--- src/rtl/mips_ctrl_pkg.sv ---
// Shared encodings for the multi-cycle MIPS control FSM: opcodes, ALUOp codes, mux selects, states.
// Optional feature macro: MC_JUMP_EN (adds the JUMP state for op 0x02).
package mips_ctrl_pkg;

   localparam int unsigned OP_W     = 6;
   localparam int unsigned ST_W     = 4;
   localparam int unsigned ALUOP_W  = 3;
   localparam int unsigned SEL_W    = 2;

   localparam logic [OP_W-1:0] OP_RTYPE = 6'h00;
   localparam logic [OP_W-1:0] OP_J     = 6'h02;
   localparam logic [OP_W-1:0] OP_BEQ   = 6'h04;
   localparam logic [OP_W-1:0] OP_BNE   = 6'h05;
   localparam logic [OP_W-1:0] OP_ADDI  = 6'h08;
   localparam logic [OP_W-1:0] OP_ANDI  = 6'h0C;
   localparam logic [OP_W-1:0] OP_ORI   = 6'h0D;
   localparam logic [OP_W-1:0] OP_LUI   = 6'h0F;
   localparam logic [OP_W-1:0] OP_LW    = 6'h23;
   localparam logic [OP_W-1:0] OP_SW    = 6'h2B;

   localparam logic [ALUOP_W-1:0] ALU_ADD   = 3'b100;
   localparam logic [ALUOP_W-1:0] ALU_SUB   = 3'b001;
   localparam logic [ALUOP_W-1:0] ALU_FUNCT = 3'b111;
   localparam logic [ALUOP_W-1:0] ALU_OR    = 3'b101;
   localparam logic [ALUOP_W-1:0] ALU_AND   = 3'b110;
   localparam logic [ALUOP_W-1:0] ALU_LUI   = 3'b010;

   localparam logic [SEL_W-1:0] SRCB_RT      = 2'b00;
   localparam logic [SEL_W-1:0] SRCB_FOUR    = 2'b01;
   localparam logic [SEL_W-1:0] SRCB_IMM     = 2'b10;
   localparam logic [SEL_W-1:0] SRCB_IMM_SH2 = 2'b11;

   localparam logic [SEL_W-1:0] PCSRC_ALU    = 2'b00;
   localparam logic [SEL_W-1:0] PCSRC_ALUOUT = 2'b01;

   typedef logic [ST_W-1:0] state_t;

   localparam state_t S_FETCH    = 4'd0;
   localparam state_t S_DECODE   = 4'd1;
   localparam state_t S_MEM_ADDR = 4'd2;
   localparam state_t S_MEM_RD   = 4'd3;
   localparam state_t S_MEM_WB   = 4'd4;
   localparam state_t S_MEM_WR   = 4'd5;
   localparam state_t S_R_EXEC   = 4'd6;
   localparam state_t S_R_WB     = 4'd7;
   localparam state_t S_I_EXEC   = 4'd8;
   localparam state_t S_I_WB     = 4'd9;
   localparam state_t S_BRANCH   = 4'd10;
   localparam state_t S_TRAP     = 4'd11;
`ifdef MC_JUMP_EN
   localparam state_t S_JUMP     = 4'd12;
   localparam logic [SEL_W-1:0] PCSRC_JUMP = 2'b10;
`endif

   // Control word driven by the output decoder.
   typedef struct packed {
      logic                pc_write;
      logic                pc_write_eq;
      logic                pc_write_ne;
      logic                i_or_d;
      logic                mem_read;
      logic                mem_write;
      logic                ir_write;
      logic                mem_to_reg;
      logic                reg_dst;
      logic                reg_write;
      logic                alu_src_a;
      logic [SEL_W-1:0]    alu_src_b;
      logic [ALUOP_W-1:0]  alu_op;
      logic [SEL_W-1:0]    pc_source;
      logic                instr_done;
   } ctrl_t;

   // State that follows DECODE for a given opcode; unsupported opcodes trap.
   function automatic state_t decode_next(input logic [OP_W-1:0] op);
      case (op)
         OP_LW, OP_SW:                     decode_next = S_MEM_ADDR;
         OP_RTYPE:                         decode_next = S_R_EXEC;
         OP_ADDI, OP_ANDI, OP_ORI, OP_LUI: decode_next = S_I_EXEC;
         OP_BEQ, OP_BNE:                   decode_next = S_BRANCH;
`ifdef MC_JUMP_EN
         OP_J:                             decode_next = S_JUMP;
`else
         OP_J:                             decode_next = S_TRAP;
`endif
         default:                          decode_next = S_TRAP;
      endcase
   endfunction

   // ALU operation for the immediate-type instructions.
   function automatic logic [ALUOP_W-1:0] imm_alu_op(input logic [OP_W-1:0] op);
      case (op)
         OP_ANDI: imm_alu_op = ALU_AND;
         OP_ORI:  imm_alu_op = ALU_OR;
         OP_LUI:  imm_alu_op = ALU_LUI;
         default: imm_alu_op = ALU_ADD;
      endcase
   endfunction

endpackage

--- src/rtl/mc_output_decode.sv ---
// Pure combinational control-word decode from (state, op, mem_ready, reset).
// Optional feature macro: MC_JUMP_EN (decodes the JUMP state).
module mc_output_decode
   import mips_ctrl_pkg::*;
(
   input  state_t            i_state,
   input  logic [OP_W-1:0]   i_op,
   input  logic              i_mem_ready,
   input  logic              i_reset,
   output ctrl_t             o_ctrl
);

   // Reset forces every strobe low, which also abandons any in-flight access.
   always_comb begin
      o_ctrl = '0;
      if (!i_reset) begin
         case (i_state)
            S_FETCH: begin
               o_ctrl.mem_read  = 1'b1;
               o_ctrl.i_or_d    = 1'b0;
               o_ctrl.alu_src_a = 1'b0;
               o_ctrl.alu_src_b = SRCB_FOUR;
               o_ctrl.alu_op    = ALU_ADD;
               o_ctrl.pc_source = PCSRC_ALU;
               o_ctrl.ir_write  = i_mem_ready;
               o_ctrl.pc_write  = i_mem_ready;
            end
            S_DECODE: begin
               o_ctrl.alu_src_a = 1'b0;
               o_ctrl.alu_src_b = SRCB_IMM_SH2;
               o_ctrl.alu_op    = ALU_ADD;
            end
            S_MEM_ADDR: begin
               o_ctrl.alu_src_a = 1'b1;
               o_ctrl.alu_src_b = SRCB_IMM;
               o_ctrl.alu_op    = ALU_ADD;
            end
            S_MEM_RD: begin
               o_ctrl.mem_read = 1'b1;
               o_ctrl.i_or_d   = 1'b1;
            end
            S_MEM_WB: begin
               o_ctrl.reg_write  = 1'b1;
               o_ctrl.mem_to_reg = 1'b1;
               o_ctrl.reg_dst    = 1'b0;
               o_ctrl.instr_done = 1'b1;
            end
            S_MEM_WR: begin
               o_ctrl.mem_write  = 1'b1;
               o_ctrl.i_or_d     = 1'b1;
               o_ctrl.instr_done = i_mem_ready;
            end
            S_R_EXEC: begin
               o_ctrl.alu_src_a = 1'b1;
               o_ctrl.alu_src_b = SRCB_RT;
               o_ctrl.alu_op    = ALU_FUNCT;
            end
            S_R_WB: begin
               o_ctrl.reg_write  = 1'b1;
               o_ctrl.reg_dst    = 1'b1;
               o_ctrl.mem_to_reg = 1'b0;
               o_ctrl.instr_done = 1'b1;
            end
            S_I_EXEC: begin
               o_ctrl.alu_src_a = 1'b1;
               o_ctrl.alu_src_b = SRCB_IMM;
               o_ctrl.alu_op    = imm_alu_op(i_op);
            end
            S_I_WB: begin
               o_ctrl.reg_write  = 1'b1;
               o_ctrl.reg_dst    = 1'b0;
               o_ctrl.mem_to_reg = 1'b0;
               o_ctrl.instr_done = 1'b1;
            end
            S_BRANCH: begin
               o_ctrl.alu_src_a   = 1'b1;
               o_ctrl.alu_src_b   = SRCB_RT;
               o_ctrl.alu_op      = ALU_SUB;
               o_ctrl.pc_source   = PCSRC_ALUOUT;
               o_ctrl.instr_done  = 1'b1;
               o_ctrl.pc_write_eq = (i_op == OP_BEQ);
               o_ctrl.pc_write_ne = (i_op == OP_BNE);
            end
`ifdef MC_JUMP_EN
            S_JUMP: begin
               o_ctrl.pc_write   = 1'b1;
               o_ctrl.pc_source  = PCSRC_JUMP;
               o_ctrl.instr_done = 1'b1;
            end
`endif
            default: ;
         endcase
      end
   end

endmodule

--- src/rtl/multicycle_control.sv ---
// Multi-cycle MIPS main control FSM: state register, next-state logic and sticky illegal_op flag.
// Optional feature macro: MC_JUMP_EN (op 0x02 executes as a jump instead of trapping).
module multicycle_control
   import mips_ctrl_pkg::*;
(
   input  logic                clk,
   input  logic                reset,
   input  logic [OP_W-1:0]     op,
   input  logic                mem_ready,
   output logic                pc_write,
   output logic                pc_write_eq,
   output logic                pc_write_ne,
   output logic                i_or_d,
   output logic                mem_read,
   output logic                mem_write,
   output logic                ir_write,
   output logic                mem_to_reg,
   output logic                reg_dst,
   output logic                reg_write,
   output logic                alu_src_a,
   output logic [SEL_W-1:0]    alu_src_b,
   output logic [ALUOP_W-1:0]  alu_op,
   output logic [SEL_W-1:0]    pc_source,
   output logic                instr_done,
   output logic                illegal_op
);

   state_t r_state;
   state_t w_next_state;
   logic   r_illegal_op;
   ctrl_t  w_ctrl;

   always_ff @(posedge clk) begin
      if (reset) begin
         r_state      <= S_FETCH;
         r_illegal_op <= 1'b0;
      end else begin
         r_state <= w_next_state;
         if (r_state == S_DECODE && w_next_state == S_TRAP)
            r_illegal_op <= 1'b1;
      end
   end

   // Memory states wait on mem_ready; TRAP holds until reset.
   always_comb begin
      w_next_state = S_FETCH;
      case (r_state)
         S_FETCH:    w_next_state = mem_ready ? S_DECODE : S_FETCH;
         S_DECODE:   w_next_state = decode_next(op);
         S_MEM_ADDR: w_next_state = (op == OP_LW) ? S_MEM_RD : S_MEM_WR;
         S_MEM_RD:   w_next_state = mem_ready ? S_MEM_WB : S_MEM_RD;
         S_MEM_WB:   w_next_state = S_FETCH;
         S_MEM_WR:   w_next_state = mem_ready ? S_FETCH : S_MEM_WR;
         S_R_EXEC:   w_next_state = S_R_WB;
         S_R_WB:     w_next_state = S_FETCH;
         S_I_EXEC:   w_next_state = S_I_WB;
         S_I_WB:     w_next_state = S_FETCH;
         S_BRANCH:   w_next_state = S_FETCH;
`ifdef MC_JUMP_EN
         S_JUMP:     w_next_state = S_FETCH;
`endif
         S_TRAP:     w_next_state = S_TRAP;
         default:    w_next_state = S_FETCH;
      endcase
   end

   mc_output_decode u_output_decode (
      .i_state     (r_state),
      .i_op        (op),
      .i_mem_ready (mem_ready),
      .i_reset     (reset),
      .o_ctrl      (w_ctrl)
   );

   assign pc_write    = w_ctrl.pc_write;
   assign pc_write_eq = w_ctrl.pc_write_eq;
   assign pc_write_ne = w_ctrl.pc_write_ne;
   assign i_or_d      = w_ctrl.i_or_d;
   assign mem_read    = w_ctrl.mem_read;
   assign mem_write   = w_ctrl.mem_write;
   assign ir_write    = w_ctrl.ir_write;
   assign mem_to_reg  = w_ctrl.mem_to_reg;
   assign reg_dst     = w_ctrl.reg_dst;
   assign reg_write   = w_ctrl.reg_write;
   assign alu_src_a   = w_ctrl.alu_src_a;
   assign alu_src_b   = w_ctrl.alu_src_b;
   assign alu_op      = w_ctrl.alu_op;
   assign pc_source   = w_ctrl.pc_source;
   assign instr_done  = w_ctrl.instr_done;
   assign illegal_op  = r_illegal_op & ~reset;

endmodule
--- config.mk ---
export PLATFORM = sky130hd
export DESIGN_NAME = multicycle_control
export DESIGN_NICKNAME = d
export VERILOG_FILES = /design/src/rtl/mips_ctrl_pkg.sv /design/src/rtl/mc_output_decode.sv /design/src/rtl/multicycle_control.sv
export SDC_FILE = /design/constraint.sdc
export NUM_CORES = 1
export LEC_CHECK = 0
export ABC_AREA = 1
export ABC_CLOCK_PERIOD_IN_PS = 2100
export BUFFER_PORTS_ARGS = -buffer_cell sky130_fd_sc_hd__buf_4
export CORE_MARGIN = 4
export CORE_UTILIZATION = 35
export CTS_CLUSTER_SIZE = 24
export DETAILED_ROUTE_END_ITERATION = 12
export PLACE_DENSITY = 0.59
export SLEW_MARGIN = 15
export SYNTH_ARGS = -nofsm -noshare
export SYNTH_HDL_FRONTEND = slang
export SYNTH_SLANG_ARGS = --single-unit
--- constraint.sdc ---
create_clock -name clk -period 2.1 [get_ports clk]
set_input_delay 0.21 -clock clk [delete_from_list [all_inputs] [get_ports clk]]
set_output_delay 0.21 -clock clk [all_outputs]
set_load 0.05 [all_outputs]
# Yosys cells after proc, flatten, opt, wreduce, memory -nomap -nowiden
# Index checks and enable logic that the tools add are counted.
classes:
  eq_ne: 20
  n_mux: 17
  n_bitwise: 2
  reduce_logical: 9
ops:
  columns: ["op", "count"]
  rows:
  - ["6-bit case mux with 6 select lines", 1]
  - ["4-bit case mux with 8 select lines", 1]
  - ["6-bit by 4-bit == test with 1-bit output (second input constant)", 4]
  - ["4-bit == test (second input constant)", 5]
  - ["19-bit 2-to-1 mux", 1]
  - ["3-bit case mux with 3 select lines", 2]
  - ["4-bit by 3-bit == test with 1-bit output (second input constant)", 4]
  - ["4-bit case mux with 4 select lines", 1]
  - ["6-bit by 3-bit == test with 1-bit output (second input constant)", 2]
  - ["6-bit == test (second input constant)", 2]
  - ["3-bit 2-to-1 mux", 3]
  - ["4-bit by 2-bit == test with 1-bit output (second input constant)", 2]
  - ["2-bit OR reduction", 4]
  - ["4-bit OR reduction", 2]
  - ["6-bit logical NOT", 1]
  - ["1-bit 2-to-1 mux", 6]
  - ["4-bit by 1-bit == test with 1-bit output (second input constant)", 1]
  - ["4-bit logical NOT", 1]
  - ["2-bit 2-to-1 mux", 1]
  - ["1-bit case mux with 2 select lines", 1]
  - ["1-bit bitwise AND", 1]
  - ["1-bit logical AND", 1]
  - ["1-bit NOT", 1]
word_totals:
  reg_bits: 5
  input_bits: 9
  out_inout_bits: 20

# Depth between registers and ports, before layout
depth:
  ltp_word: 6
  ltp_mapped: 9
  ltp_nobuf: 9

# Cells and area by module
# A second synthesis with hierarchy kept.
hier_totals:
  cells_unflattened: 153
  hier_area_um2: 774.5
by_module_without_submodules:
  columns: ["module", "n_inst", "cells_each", "area_per_inst_um2"]
  rows:
  - ["multicycle_control", 1, 77, 414.1]
  - ["mc_output_decode", 1, 76, 360.3]

# Worst setup path after synthesis
# Ideal clock, no wire load.
synth_timing:
  path_type: "reg-to-output"
  start: "reg r_state[3]"
  end: "out pc_write_eq"
  arrival_time_ns: 2.186
  required_ns: 1.890
  setup_slack_ns: -0.296
  path_stages_with_launch: 5
  n_path_buf: 0
  cell_sequence: "dfxtp_1 inv_1 nor2_2 nand3_1 nor4_1"
synth_between:
  elab_chain_cells: 3
synth_rtl:
  columns: ["item", "line_no", "text"]
  rows:
  - ["from (decl)", "multicycle_control.sv:28", "state_t r_state;"]
  - ["from (signal assigned)", "multicycle_control.sv:38", "r_state <= w_next_state;"]
  - ["4-bit == test", "mc_output_decode.sv:17", "case (i_state)"]
  - ["2-bit 2-to-1 mux", "mc_output_decode.sv:17", null]
  - ["19-bit 2-to-1 mux", "mc_output_decode.sv:16", "if (!i_reset) begin"]
  - ["to (decl)", "multicycle_control.sv:11", "output logic pc_write_eq,"]
# No other way between the ends.

# Worst setup path in the final report
layout_timing:
  start: "reg r_state[3]"
  end: "out alu_op[1]"
layout_between:
  elab_chain_cells: 3
  elab_cells_between_ends: 8
  classes_between: "5 x eq/ne; 2 x mux; 1 x reduce/logical"
layout_rtl:
  columns: ["item", "line_no", "text"]
  rows:
  - ["4-bit == test, or another cell as far along", "mc_output_decode.sv:17", null]
  - ["6-bit case mux with 6 select lines *", "mc_output_decode.sv:17", null]
  - ["19-bit 2-to-1 mux *", "mc_output_decode.sv:16", null]
  - ["to (decl)", "multicycle_control.sv:22", "output logic [ALUOP_W-1:0] alu_op,"]
# Every way passes the cells marked *; elsewhere a longest branch is shown, timed or not.

==> impl_metrics.json <==
{
  "cp-start-kind": "flop",
  "clk_root_buffer_cell": "clkbuf_4",
  "number_of_global_route_vias_before_repair": 791,
  "globalRouteMet2Util": 0.2500,
  "min_to": "r_state[3]",
  "r2r-start": "r_state[0]",
  "critical_path.max_fanout": 7,
  "die_y_um": 50.83,
  "crit_type": "flop to output pin",
  "report.final.setup_viol": 0,
  "rsz_0062_raised_after_global_routing": "no",
  "synth_cells": 126,
  "clock_sinks": 5,
  "globalRouteMet1Util": 0.2283,
  "post_synth_instance_area_um2": 641.9,
  "drv_cap": 0,
  "stdcell_area_um2": 887.1,
  "post_route_cells_drive_above_1_share": 0.2532,
  "ioPinCount": 29,
  "number_of_storage_elements_in_the_synthesis_netlist": 5,
  "initial_core_util": 0.3717,
  "depth_of_the_cts_h_tree": 1,
  "route.detailed.vias_per_inst": 4.676,
  "groute.usage.overall": 0.1617,
  "tritoncts.num_buffers": 3,
  "critPathCaptureType": "output pin",
  "layout.nets": 164,
  "floorplan.core_area_mm2": 0.001727,
  "ctsLongestPathBuffers": 2,
  "wl_per_cell_um": 10.54,
  "cts_hold_repair.buffers": 0,
  "global_route.peak_usage_layer": "met2",
  "num_rows": 15,
  "final-max-slew-violation-count": 0,
  "finalWeightedCongestion": 0.8697,
  "final-hold-violation-count": 0,
  "design.die.area_mm2": 0.002583,
  "postCtsSetupBuffers": 0,
  "hold_depth": 2,
  "worst_path_arrival_time_ps": 1630,
  "tritoncts": "built",
  "grt_first_pass_wirelength_mm": 3.353,
  "place.detailed.hpwl_mm": 1.560,
  "postPlaceCellArea_um2": 860.8,
  "grt_overflow_total": 0,
  "final_min_period_over_clock_period": 0.8782,
  "worst_hold_path_type": "input pin to flop",
  "port_buffers": 27,
  "syn_nets": 135,
  "power.leakage_uw": 0.0005166,
  "timing.clock.skew_ps": 1.978,
  "ir_worst_vdd_uv": 783.2,
  "via_count": 837,
  "worst-r2r-cell-count": 9,
  "timing.hold.worst.start": "reset",
  "diode_count": 0,
  "r2r-end": "r_state[0]",
  "detail_route.drc_violations": 0,
  "share_of_synthesized_area_occupied_by_flip_flops_and_latches": 0.1559,
  "run_status": "completed",
  "max_freq_ghz": 0.5422,
  "clk_transition_reported_paths_ps": 40,
  "synth.distinct_cells": 20,
  "post_cts.resized_instances": 0,
  "synth_warnings": 0,
  "filler_cell_count": 199,
  "post_route_antenna_net_violation_count": 0,
  "layout_min_cycle_time_ps": 1844,
  "worst_ep_required_time_ps": 1890,
  "firstDrtPassIters": 4,
  "drt_iter0_drcs": 27,
  "groute.layer.met3.usage": 0.02332,
  "grt_start_max_net_pins": 16,
  "route.final.wire_length_mm": 1.887,
  "syn-mean-instance-area_um2": 5.094,
  "areaGrowthSynthToFinish_pct": 38.21,
  "clk-insertion-delay-late_ps": 240,
  "power.density_mw_per_mm2": 1179,
  "die_w_um": 50.83,
  "grt_antenna_before_repair": 0,
  "post-route-util": 0.5138,
  "regToRegSetupSlack_ps": 890
}
[critical path: stages (launching register included)]
cell and delay [ps]:
dfxtp_1 340, inv_1 80, nor2_2 230, nand2_1 140, nor2_1 160, o21ai_1 90, a21oi_1 140, buf_4 220
[cell families after synthesis]
| kind of cell | Yosys count | synth area share |
|---|---|---|
| other | 1 | 0.005842 |
| AND/OR/NAND/NOR | 82 | 0.5750 |
| buffers and inverters | 26 | 0.1637 |
| flip-flops | 5 | 0.1560 |
| AO/OA/AOI/OAI | 12 | 0.09941 |
[cell type report]
class	instances	area [µm²]	share of cell area
multi-input cells	95	440.4	0.4965
repair buffers	27	202.7	0.2285
flip-flops and latches	5	100.1	0.1128
inverters	23	86.33	0.09732
well taps	25	31.28	0.03526
clock buffers	4	26.28	0.02962
[state kept, by name (all words and copies together), names as in the netlist]
signal	count
r_state	4
r_illegal_op	1
[cells in the mapped netlist, drive strengths merged]
cell | instances | area, µm²
o21ai | 4 | 20.01
inv | 23 | 86.33
a21oi | 6 | 30.03
o22ai | 1 | 6.260
o211ai | 1 | 7.510
nor4 | 2 | 12.51
nand2 | 30 | 115.1
clkbuf | 1 | 3.750
buf | 2 | 15.01
nand3 | 18 | 95.09
dfxtp | 5 | 100.1
conb | 1 | 3.750
nand3b | 1 | 7.510
nor2 | 31 | 138.9
[cells in the final DEF, fill, tap and decap left out, types with 2 or more instances in the layout]
cell type,n
nor2_4,2
o21ai_0,3
dfxtp_1,5
nor2_1,26
nor2_2,3
inv_1,22
nand2_1,29
clkbuf_4,3
buf_4,27
nand3_1,17
a21oi_1,5
nor4_1,2
[where the power goes]
group	leakage [µW]	internal, µW	switching, µW
clock	0.0000150	71.8	39.0
combinational	0.000461	221	546
sequential	0.0000411	130	38.1
[metal layers]
metal  wire, µm  up-vias  share of wire
met5          0        -              0
met4          0        0              0
met3         79        0          0.042
met2        869       22           0.46
met1        938      371           0.50
li1           -      444              -
[metrics by stage]
| stage | power [µW] | setup TNS (ps) | hold WS, ps | worst slack [ps] | cells |
|---|---|---|---|---|---|
| detailed placement | 937.0 | 0 | 484.6 | 505.3 | 175 |
| global route | 1142 | 0 | 285.0 | 69.39 | 179 |
| global placement | 934.6 | 0 | 457.9 | 527.7 | 175 |
| CTS | 1051 | 0 | 263.5 | 270.8 | 179 |
| finish | 1046 | 0 | 262.8 | 255.7 | 179 |
| floorplan | 743.1 | -591.5 | 279.1 | -295.8 | 126 |
[worst max path at each step]
stage	cells after the start	end	start	slack, ps
2_1_floorplan	4	pc_write_eq	r_state[3]	-300
3_5_place_dp	7	alu_op[1]	op[5]	510
6_report	7	alu_op[1]	r_state[3]	260
3_3_place_gp	8	alu_op[2]	op[5]	530
4_1_cts	7	alu_op[1]	r_state[3]	270
5_1_grt	7	alu_op[1]	r_state[3]	70
Power figures use the tool's default switching activity.
